===== config.mk =====
export PLATFORM = sky130hd
export DESIGN_NAME = fetch_queue
export DESIGN_NICKNAME = d
export VERILOG_FILES = /design/src/rtl/fetch_queue_pkg.sv /design/src/rtl/fetch_queue_mem.sv /design/src/rtl/fetch_queue.sv
export SDC_FILE = /design/constraint.sdc
export NUM_CORES = 1
export LEC_CHECK = 0
export ABC_AREA = 1
export CORE_MARGIN = 5
export CORE_UTILIZATION = 55
export DETAILED_ROUTE_END_ITERATION = 10
export GPL_TIMING_DRIVEN = 1
export PLACE_DENSITY = 0.76
export REMOVE_ABC_BUFFERS = 1
export SLEW_MARGIN = 25
export SYNTH_ARGS = -nofsm -noshare
export SYNTH_HDL_FRONTEND = slang
export SYNTH_HIERARCHICAL = 1
export SYNTH_SLANG_ARGS = --single-unit
export TNS_END_PERCENT = 100

===== constraint.sdc =====
create_clock -name CLK -period 7.7 [get_ports CLK]
set_clock_uncertainty 0.1 [all_clocks]
set_input_delay 1.54 -clock CLK [delete_from_list [all_inputs] [get_ports CLK]]
set_output_delay 1.54 -clock CLK [all_outputs]
set_load 0.02 [all_outputs]

===== src/rtl/fetch_queue_pkg.sv =====
// Shared constants and the entry layout for the fetch-to-decode queue.
package fetch_queue_pkg;

    localparam int          IMEM_SIZE      = 1024;
    localparam int          FETCHQ_DEPTH   = 4;
    localparam logic [31:0] FETCHQ_NOP_INS = 32'h0000_0000;

    typedef struct packed {
        logic [31:0] pc4;
        logic [31:0] ins;
    } fq_entry_t;

endpackage


===== src/rtl/fetch_queue_mem.sv =====
// Entry storage: DEPTH x 64-bit array, synchronous write, asynchronous read.
// Not reset; the control logic never exposes an unwritten slot.
module fetch_queue_mem
    import fetch_queue_pkg::*;
#(
    parameter int DEPTH = FETCHQ_DEPTH,
    parameter int PTR_W = $clog2(DEPTH)
) (
    input  logic             CLK,
    input  logic             wr_en_i,
    input  logic [PTR_W-1:0] wr_addr_i,
    input  fq_entry_t        wr_dat_i,
    input  logic [PTR_W-1:0] rd_addr_i,
    output fq_entry_t        rd_dat_o
);

    fq_entry_t mem_q [DEPTH];

    always_ff @(posedge CLK) begin
        if (wr_en_i) begin
            mem_q[wr_addr_i] <= wr_dat_i;
        end
    end

    assign rd_dat_o = mem_q[rd_addr_i];

endmodule


===== src/rtl/fetch_queue.sv =====
// Fetch-to-decode decoupling FIFO; push visible on out_* one edge later, no bypass.
// in_ready depends only on occupancy, so a full queue refuses input even while popping.
module fetch_queue
    import fetch_queue_pkg::*;
#(
    parameter int          DEPTH   = FETCHQ_DEPTH,
    parameter int          PTR_W   = $clog2(DEPTH),
    parameter logic [31:0] NOP_INS = FETCHQ_NOP_INS
) (
    input  logic             CLK,
    input  logic             RST,
    input  logic             flush,
    input  logic             in_valid,
    output logic             in_ready,
    input  logic [31:0]      in_pc4,
    input  logic [31:0]      in_ins,
    output logic             out_valid,
    input  logic             out_ready,
    output logic [31:0]      out_pc4,
    output logic [31:0]      out_ins,
    output logic [PTR_W:0]   count
);

    localparam logic [PTR_W:0] FULL_CNT = (PTR_W+1)'(DEPTH);

    logic [PTR_W-1:0] rd_ptr_q, rd_ptr_d;
    logic [PTR_W-1:0] wr_ptr_q, wr_ptr_d;
    logic [PTR_W:0]   count_q, count_d;
    logic             push;
    logic             pop;
    fq_entry_t        wr_dat;
    fq_entry_t        rd_dat;

    assign in_ready  = (count_q != FULL_CNT);
    assign out_valid = (count_q != '0);
    assign push      = in_valid & in_ready & ~flush;
    assign pop       = out_valid & out_ready & ~flush;
    assign count     = count_q;

    // Pointers wrap naturally because DEPTH is a power of two.
    always_comb begin
        rd_ptr_d = rd_ptr_q;
        wr_ptr_d = wr_ptr_q;
        count_d  = count_q;
        if (flush) begin
            rd_ptr_d = '0;
            wr_ptr_d = '0;
            count_d  = '0;
        end else begin
            if (push) begin
                wr_ptr_d = wr_ptr_q + PTR_W'(1);
            end
            if (pop) begin
                rd_ptr_d = rd_ptr_q + PTR_W'(1);
            end
            case ({push, pop})
                2'b10:   count_d = count_q + (PTR_W+1)'(1);
                2'b01:   count_d = count_q - (PTR_W+1)'(1);
                default: count_d = count_q;
            endcase
        end
    end

    always_ff @(posedge CLK or negedge RST) begin
        if (!RST) begin
            rd_ptr_q <= '0;
            wr_ptr_q <= '0;
            count_q  <= '0;
        end else begin
            rd_ptr_q <= rd_ptr_d;
            wr_ptr_q <= wr_ptr_d;
            count_q  <= count_d;
        end
    end

    assign wr_dat.pc4 = in_pc4;
    assign wr_dat.ins = in_ins;

    fetch_queue_mem #(
        .DEPTH (DEPTH),
        .PTR_W (PTR_W)
    ) u_mem (
        .CLK       (CLK),
        .wr_en_i   (push),
        .wr_addr_i (wr_ptr_q),
        .wr_dat_i  (wr_dat),
        .rd_addr_i (rd_ptr_q),
        .rd_dat_o  (rd_dat)
    );

    // Empty queue shows a NOP so decode never latches stale or wrong-path data.
    assign out_pc4 = out_valid ? rd_dat.pc4 : 32'h0;
    assign out_ins = out_valid ? rd_dat.ins : NOP_INS;

endmodule


After elaboration in Yosys (flattened, before gate mapping)
Memory sizes are Yosys's and may differ from the RTL's. Cells that the tools add are included.

Output and inout bits: 69. Register bits after elaboration: 7. Word-level logic and storage cells: 30. Bits of input ports: 69. Memory bits (writable): 256. Memories: 1.

Memory list: u_mem.mem_q (words 4, width 64, read ports 1, clocked after Yosys merged registers in 0, wr ports 1, RTL line fetch_queue_mem.sv:17) `fq_entry_t mem_q [DEPTH];`.

Bitwise logic cells: 5. Reductions and logical operators: 4. Mux-type cells: 10. Add/sub/neg operators: 4. Equal/unequal tests: 3.

Operators with widths (number): $mux W32 (2); $mux W2 (4); $pmux W3 S2 (1); $reduce_bool A3 Y1 (2); $add A2 B1 Y2 const B (2); $and A1 B1 Y1 (4); $reduce_bool A2 Y1 (2); $add A3 B1 Y3 const B (1); $mux W3 (1); $ne A3 B3 Y1 const B (1); $sub A3 B1 Y3 const B (1); $eq A2 B1 Y1 const B (1); $eq A2 B2 Y1 const B (1); $mux W1 (2); $not A1 Y1 (1).

Longest topological paths before layout
Gate-level depths: netlist (run 1).

Word-level depth: 6. Depth in mapped cells: 12. Mapped depth without buffers: 12.

Hierarchy
The synthesis (run 1) kept the hierarchy.

Modules (own cells, without submodules): fetch_queue_mem (sequential area each 7687.4 µm², area each 10761.6 µm², instances 1, cells each 1010); fetch_queue (sequential area each 175.2 µm², area each 939.7 µm², instances 1, cells each 188).

Least setup slack after synthesis (run 1)
OpenSTA, ideal clock, no wires.

Path type: input -> register. Start: input in_valid. End: memory u_mem/mem_q[0][0] (netlist bit) (enable). Stages on the path: 4. Library setup time: 565 ps. Slack: 927 ps. Buffers on the path: 0. Arrival time: 6108 ps. Required time: 7035 ps. Cells stage by stage: nand2_4 > nor2_1 > inv_1 > nor3_1.

Word-level cells in the longest chain between the ends: 4.

Ends and longest elaborated chain: start: declaration (RTL line fetch_queue.sv:13) `input logic in_valid,`; $and A1 B1 Y1 (2 in series) (RTL line fetch_queue.sv:36) `assign push = in_valid & in_ready & ~flush;`; via push (RTL line fetch_queue.sv:29) `logic push;`; $mux W1 (RTL line fetch_queue_mem.sv:20) `if (wr_en_i) begin`; $mux W1 (not written as such) (RTL line fetch_queue_mem.sv:21) `mem_q[wr_addr_i] <= wr_dat_i;`; end: declaration (RTL line fetch_queue_mem.sv:17).

The timed path passes the listed nets, and every way through them passes these cells.

==> impl_metrics.toml, run 1 <==
[global_routing]
grt.overflow.total = 0
grt_max_degree = 97
grt_usage_pct = 19.3
grt_antenna_before_repair = 4
grt_pass1_vias = 7671
grt_pass1_wl_um = 37600

[die]
core_um2 = 21000
die_w_um = 156
io_pins = 138
initial_utilization_pct = 55.8
rows = 53
die-height_um = 156
die_area_um2 = 24300

[sta]
fin_setup_tns_ns = 0
fmax_ghz = 0.196
max_slew_margin_pct = 31.2
hold_viol_final = 0
setup_viol_count_final = 0
period_share_pct = 66.2
rsz0062_at_grt = "false"
slew_viol_final = 0
tightestPinTransition_ns = 1.03
fin_crit_ns = 5.10

[placement]
io_buffers = 137
gp_congestion = 0.763
dp_hpwl_um = 13500

[final_layout]
drive_gt1_share_pct = 4.62
syn_to_final_growth_pct = 19.4
num_antenna_cells = 0
regArea_um2 = 7870
final_nets = 1397
multi_input_area_um2 = 2340
nFillCells = 1610
layout_common_cells = "nand2_1, inv_1, edfxtp_1, clkdlybuf4s50_1, nand3_1"
layout_commonest_cell = "nand2_1"
utilization_pct = 66.7

[route]
ant_nets = 0
drt_iter0_markers = 542
dr.pass1.iters = 4
post-route-drc-count = 0
via_per_inst = 4.73
vias = 7649
wl_per_cell_um = 14.5
wirelength_um = 23400

[clock_tree]
clockBufferDepth = 3
cts_hold_buffers = 0
cts_resized = 0
cts.htree.levels = 1
cts_tree = "yes"
clock_sinks = 263
insertion_delay_ns = 0.51
postCtsSetupRepairBufs = 0
path_clk_slew_ns = 0.06
clockRootBuffer = "clkbuf_16"
cts-buffers-inserted = 25

[pwr]
p_sw_mw = 1.45
peakVddDrop_v = 0.000447
comb_power_share_pct = 35.6
pwr-share-clk_pct = 24.9
p_int_mw = 2.84
total_power_mw = 4.29
cellPowerDensity_nw_per_um2 = 307
leakage_nw = 6.41
p_sw_share_pct = 33.8
seqPwrFrac_pct = 39.5

[hold_path]
hp-start = "wr_ptr_q[1]"
whs_endpoint = "wr_ptr_q[1]"
min_path_cells = 2
hold_class = "reg2reg"

[critical_path]
arrival_ns = 3.46
r2r-start = "count[0]"
crit_required_ns = 6.06
start_kind = "register"
critPathMaxFanout = 82
crit_type = "reg2out"
ff2ff_path_depth = 7
reg2reg_to = "u_mem/mem_q[1][45]"
rrSetupSlack_ns = 5.41
cp-end-kind = "output pin"

[logic_synthesis]
yosysWarnings = 6
synth-seq-area-share_pct = 67.2
ys_ff_latch = 263
ys_types = 23
synthCells = 1198
synth_area_um2 = 11700
synth_area_per_cell_um2 = 9.77

[job]
maxCapViolations = 0

[status]
outcome = "finished, final reports clean"
-- synthesized netlist by cell type (all sizes together) --
cell type,count,area [um^2]
buf,43,248
clkbuf,4,15.0
a21oi,3,26.3
xor2,1,8.76
nor3,4,20.0
edfxtp,256,7690
nor2,70,270
nand2,339,1290
xnor2,1,8.76
fa,1,20.0
nand3,133,671
inv,334,1250
o21ai,2,10.0
dfrtp,7,175
-- final cells by class --
type	instances	area share [%]
clock buffer	32	4.67
clock inverter	10	0.340
sequential	263	56.3
inverter	334	9.01
tap	275	2.46
multi-input combinational	554	16.8
timing repair buffer	149	10.5
-- kinds of logic after synthesis --
kind of cell             share of synthesized area (%)
adder cells (fa/ha/maj)                          0.171
AND/OR/NAND/NOR                                   19.2
buffers and inverters                             13.0
flip-flops                                        67.2
XOR/XNOR                                         0.150
AO/OA/AOI/OAI                                    0.310
-- stage by stage --
stage,area [um^2],std cells,setup WS [ns],hold WS (ns)
2_1_floorplan,11400,1151,0.927,0.442
3_3_place_gp,13300,1575,3.23,0.485
3_5_place_dp,13300,1575,3.13,0.493
4_1_cts,14000,1617,2.59,0.504
5_1_grt,14000,1617,2.38,0.538
6_report,14000,1617,2.60,0.507
-- per-layer routing --
layer | vias up | GRT usage (%) | share of wire (%)
met2 | 224 | 32.8 | 48
met5 | - | 0 | 0.24
met3 | 42 | 3.91 | 7.3
met4 | 8 | 4.71 | 1.9
li1 | 3898 | - | -
met1 | 3477 | 25.7 | 42
-- state kept, by name, summed over array words and instances (netlist names) --
name,flops
u_mem/mem_q,256
wr_ptr_q,2
rd_ptr_q,2
count,3
-- worst max-delay path: stages, from the launching register on --
cell and delay, ns:
dfrtp_4 0.66, inv_4 0.44, buf_4 0.76, nand2_1 0.18, nand3_1 0.12, nand2_1 0.08
inv_1 0.06, nor2_1 0.04, clkdlybuf4s50_1 0.56
-- power groups by stage --
| stage | combinational (mW) | sequential [mW] | clock [mW] |
|---|---|---|---|
| after floorplan | 0.831 | 1.77 | 0 |
| after global placement | 1.52 | 1.72 | 0 |
| after detailed placement | 1.54 | 1.72 | 0 |
| after CTS | 1.55 | 1.69 | 1.09 |
| after global routing | 1.69 | 1.70 | 1.15 |
| final | 1.53 | 1.69 | 1.07 |
-- worst max path at each step --
stage                 from                end  slack, ns  depth (start not counted)
2_1_floorplan     in_valid  u_mem/mem_q[0][0]       0.93                          4
3_3_place_gp   rd_ptr_q[0]        out_ins[23]       3.23                          8
3_5_place_dp   rd_ptr_q[0]        out_ins[10]       3.13                          8
4_1_cts        rd_ptr_q[0]        out_ins[10]       2.59                          8
5_1_grt        rd_ptr_q[0]        out_ins[10]       2.38                          8
6_report       rd_ptr_q[0]        out_ins[10]       2.60                          8
Power figures use the tool's default switching activity.
==> run 2, diff against run 1 <==
==> constraint.sdc (replaced) <==
create_clock -name CLK -period 4.72 [get_ports CLK]
set_clock_uncertainty 0.1 [all_clocks]
set_input_delay 0.944 -clock CLK [delete_from_list [all_inputs] [get_ports CLK]]
set_output_delay 0.944 -clock CLK [all_outputs]
set_load 0.02 [all_outputs]
==> run 2 against run 1 <==
Via count grew 1.0%; non-clock buffer count grew 4; largest cell class unchanged; register-to-register slack worse by 2.9 ns; clock power rose by 77%; highest routed layer is now met4; critical path depth is the same; critical endpoint is now out_pc4[8]; worst setup slack lost 2.0 ns.
==> impl_metrics.toml, run 2 (synthesis results as in run 1) <==
[global_routing]
grt_usage_pct = 19.4
grt_use_met3_pct = 3.33
grt_pass1_wl_um = 37800
grt.overflow.total = 0
grt_use_met1_pct = 26.4
use_met2_pct = 32.9
grt_busiest_layer = "met2"
grt_max_degree = 66
grt_antenna_before_repair = 0
grt_pass1_vias = 7651

[pwr]
p_sw_mw = 2.41
leakage_nw = 6.48
p_int_mw = 4.79
seqPwrFrac_pct = 38.6
comb_power_share_pct = 35.1
cellPowerDensity_nw_per_um2 = 510
pwr-share-clk_pct = 26.3
peakVddDrop_v = 0.000465
total_power_mw = 7.19
p_sw_share_pct = 33.5

[critical_path]
critPathMaxFanout = 54
arrival_ns = 3.12
cp-end-kind = "output pin"
r2r-start = "count[0]"
crit_type = "reg2out"
reg2reg_to = "u_mem/mem_q[3][59]"
crit_required_ns = 3.68
ff2ff_path_depth = 7
start_kind = "register"
rrSetupSlack_ns = 2.49

[placement]
placed_cells = 1579
dp_hpwl_um = 13700
io_buffers = 137
gp_congestion = 0.778
dpl_worst_slack_ns = 1.10

[die]
die_w_um = 156
die-height_um = 156
core_um2 = 21000
initial_utilization_pct = 55.8
die_area_um2 = 24300
io_pins = 138
rows = 53

[route]
via_per_inst = 4.75
wl_per_cell_um = 14.4
dr.pass1.iters = 5
drt_iter0_markers = 518
ant_nets = 0
post-route-drc-count = 0
wirelength_um = 23400
vias = 7728

[clock_tree]
clockRootBuffer = "clkbuf_16"
cts_tree = "yes"
clock_sinks = 263
cts_resized = 0
cts.htree.levels = 1
insertion_delay_ns = 0.52
cts_hold_buffers = 0
cts-buffers-inserted = 27
clockBufferDepth = 3
postCtsSetupRepairBufs = 0
path_clk_slew_ns = 0.06

[final_layout]
num_antenna_cells = 0
fin_cells = 1627
layout_common_cells = "nand2_1, inv_1, edfxtp_1, clkdlybuf4s50_1, nand3_1"
syn_to_final_growth_pct = 20.7
drive_gt1_share_pct = 5.18
largest_reg_flops = 256
regMostFlops = "u_mem/mem_q"
final_nets = 1403
layout_commonest_cell = "nand2_1"

[sta]
max_slew_margin_pct = 42.9
period_share_pct = 88.2
rsz0062_at_grt = "false"
fin_crit_ns = 4.16
setup_viol_count_final = 0
hold_viol_final = 0
slew_viol_final = 0
tightestPinTransition_ns = 0.856
setup_ws_ns = 0.559
fmax_ghz = 0.240

[hold_path]
min_path_cells = 2
whs_endpoint = "wr_ptr_q[1]"
hp-start = "wr_ptr_q[1]"
hold_class = "reg2reg"

[job]
maxCapViolations = 0

[status]
outcome = "finished, final reports clean"
==> run 2: changes by cell type in the layout (fill, tap and decap cells not counted) <==
cell       previous run  this run
clkbuf_16            25        27
clkinv_1              4         9
clkbuf_1              7         4
buf_4                12        14
inv_4                 2         1
buf_12                0         2
inv_2                 4         5
bufinv_16             0         1
clkinv_2              5         6
==> run 2: final cells by class <==
class,count,area (um^2)
flip-flops and latches,263,7870
fillers,1602,6840
multi-input cells,554,2340
repair buffers,153,1520
inverters,334,1260
clock buffers,31,691
well taps,275,344
clock inverters,17,101
==> run 2: power by group through the flow <==
stage | Sequential [mW] | Clock (mW) | Combinational [mW]
floorplan | 2.88 | 0 | 1.36
detailed placement | 2.83 | 0 | 2.55
global route | 2.79 | 2.05 | 2.78
CTS | 2.78 | 1.93 | 2.56
global placement | 2.82 | 0 | 2.51
finish | 2.78 | 1.89 | 2.52
==> run 2: routing by layer <==
layer,share of wire (%),vias to the layer above
li1,-,3907
met3,7.3,31
met5,0,-
met4,1.7,0
met1,43,3537
met2,48,253
==> run 2: metrics by stage <==
stage / utilization [%] / hold WS [ns] / instance area (um^2) / TNS (ns)
2_1_floorplan: - / 0.442 / 11400 / -420.24
3_3_place_gp: 63.6 / 0.485 / 13300 / 0
3_5_place_dp: 63.6 / 0.507 / 13300 / 0
4_1_cts: 67.4 / 0.518 / 14100 / 0
5_1_grt: 67.4 / 0.570 / 14100 / 0
6_report: 67.4 / 0.516 / 14100 / 0
==> run 2: how the worst max path moves through the flow <==
stage | startpoint | cells past startpoint | to
after floorplan | in_valid | 4 | u_mem/mem_q[0][0]
after global placement | rd_ptr_q[0] | 8 | out_ins[0]
after detailed placement | rd_ptr_q[0] | 8 | out_ins[11]
after CTS | rd_ptr_q[0] | 8 | out_pc4[8]
after global routing | rd_ptr_q[0] | 8 | out_pc4[8]
final | rd_ptr_q[0] | 8 | out_pc4[8]
==> run 2: critical path, cell delays in order (launching register included) <==
cell	delay, ns
dfrtp_4	0.82
inv_4	0.34
buf_4	0.35
nand2_1	0.10
nand3_1	0.07
nand2_1	0.14
inv_1	0.06
nor2_1	0.11
clkdlybuf4s50_1	0.61
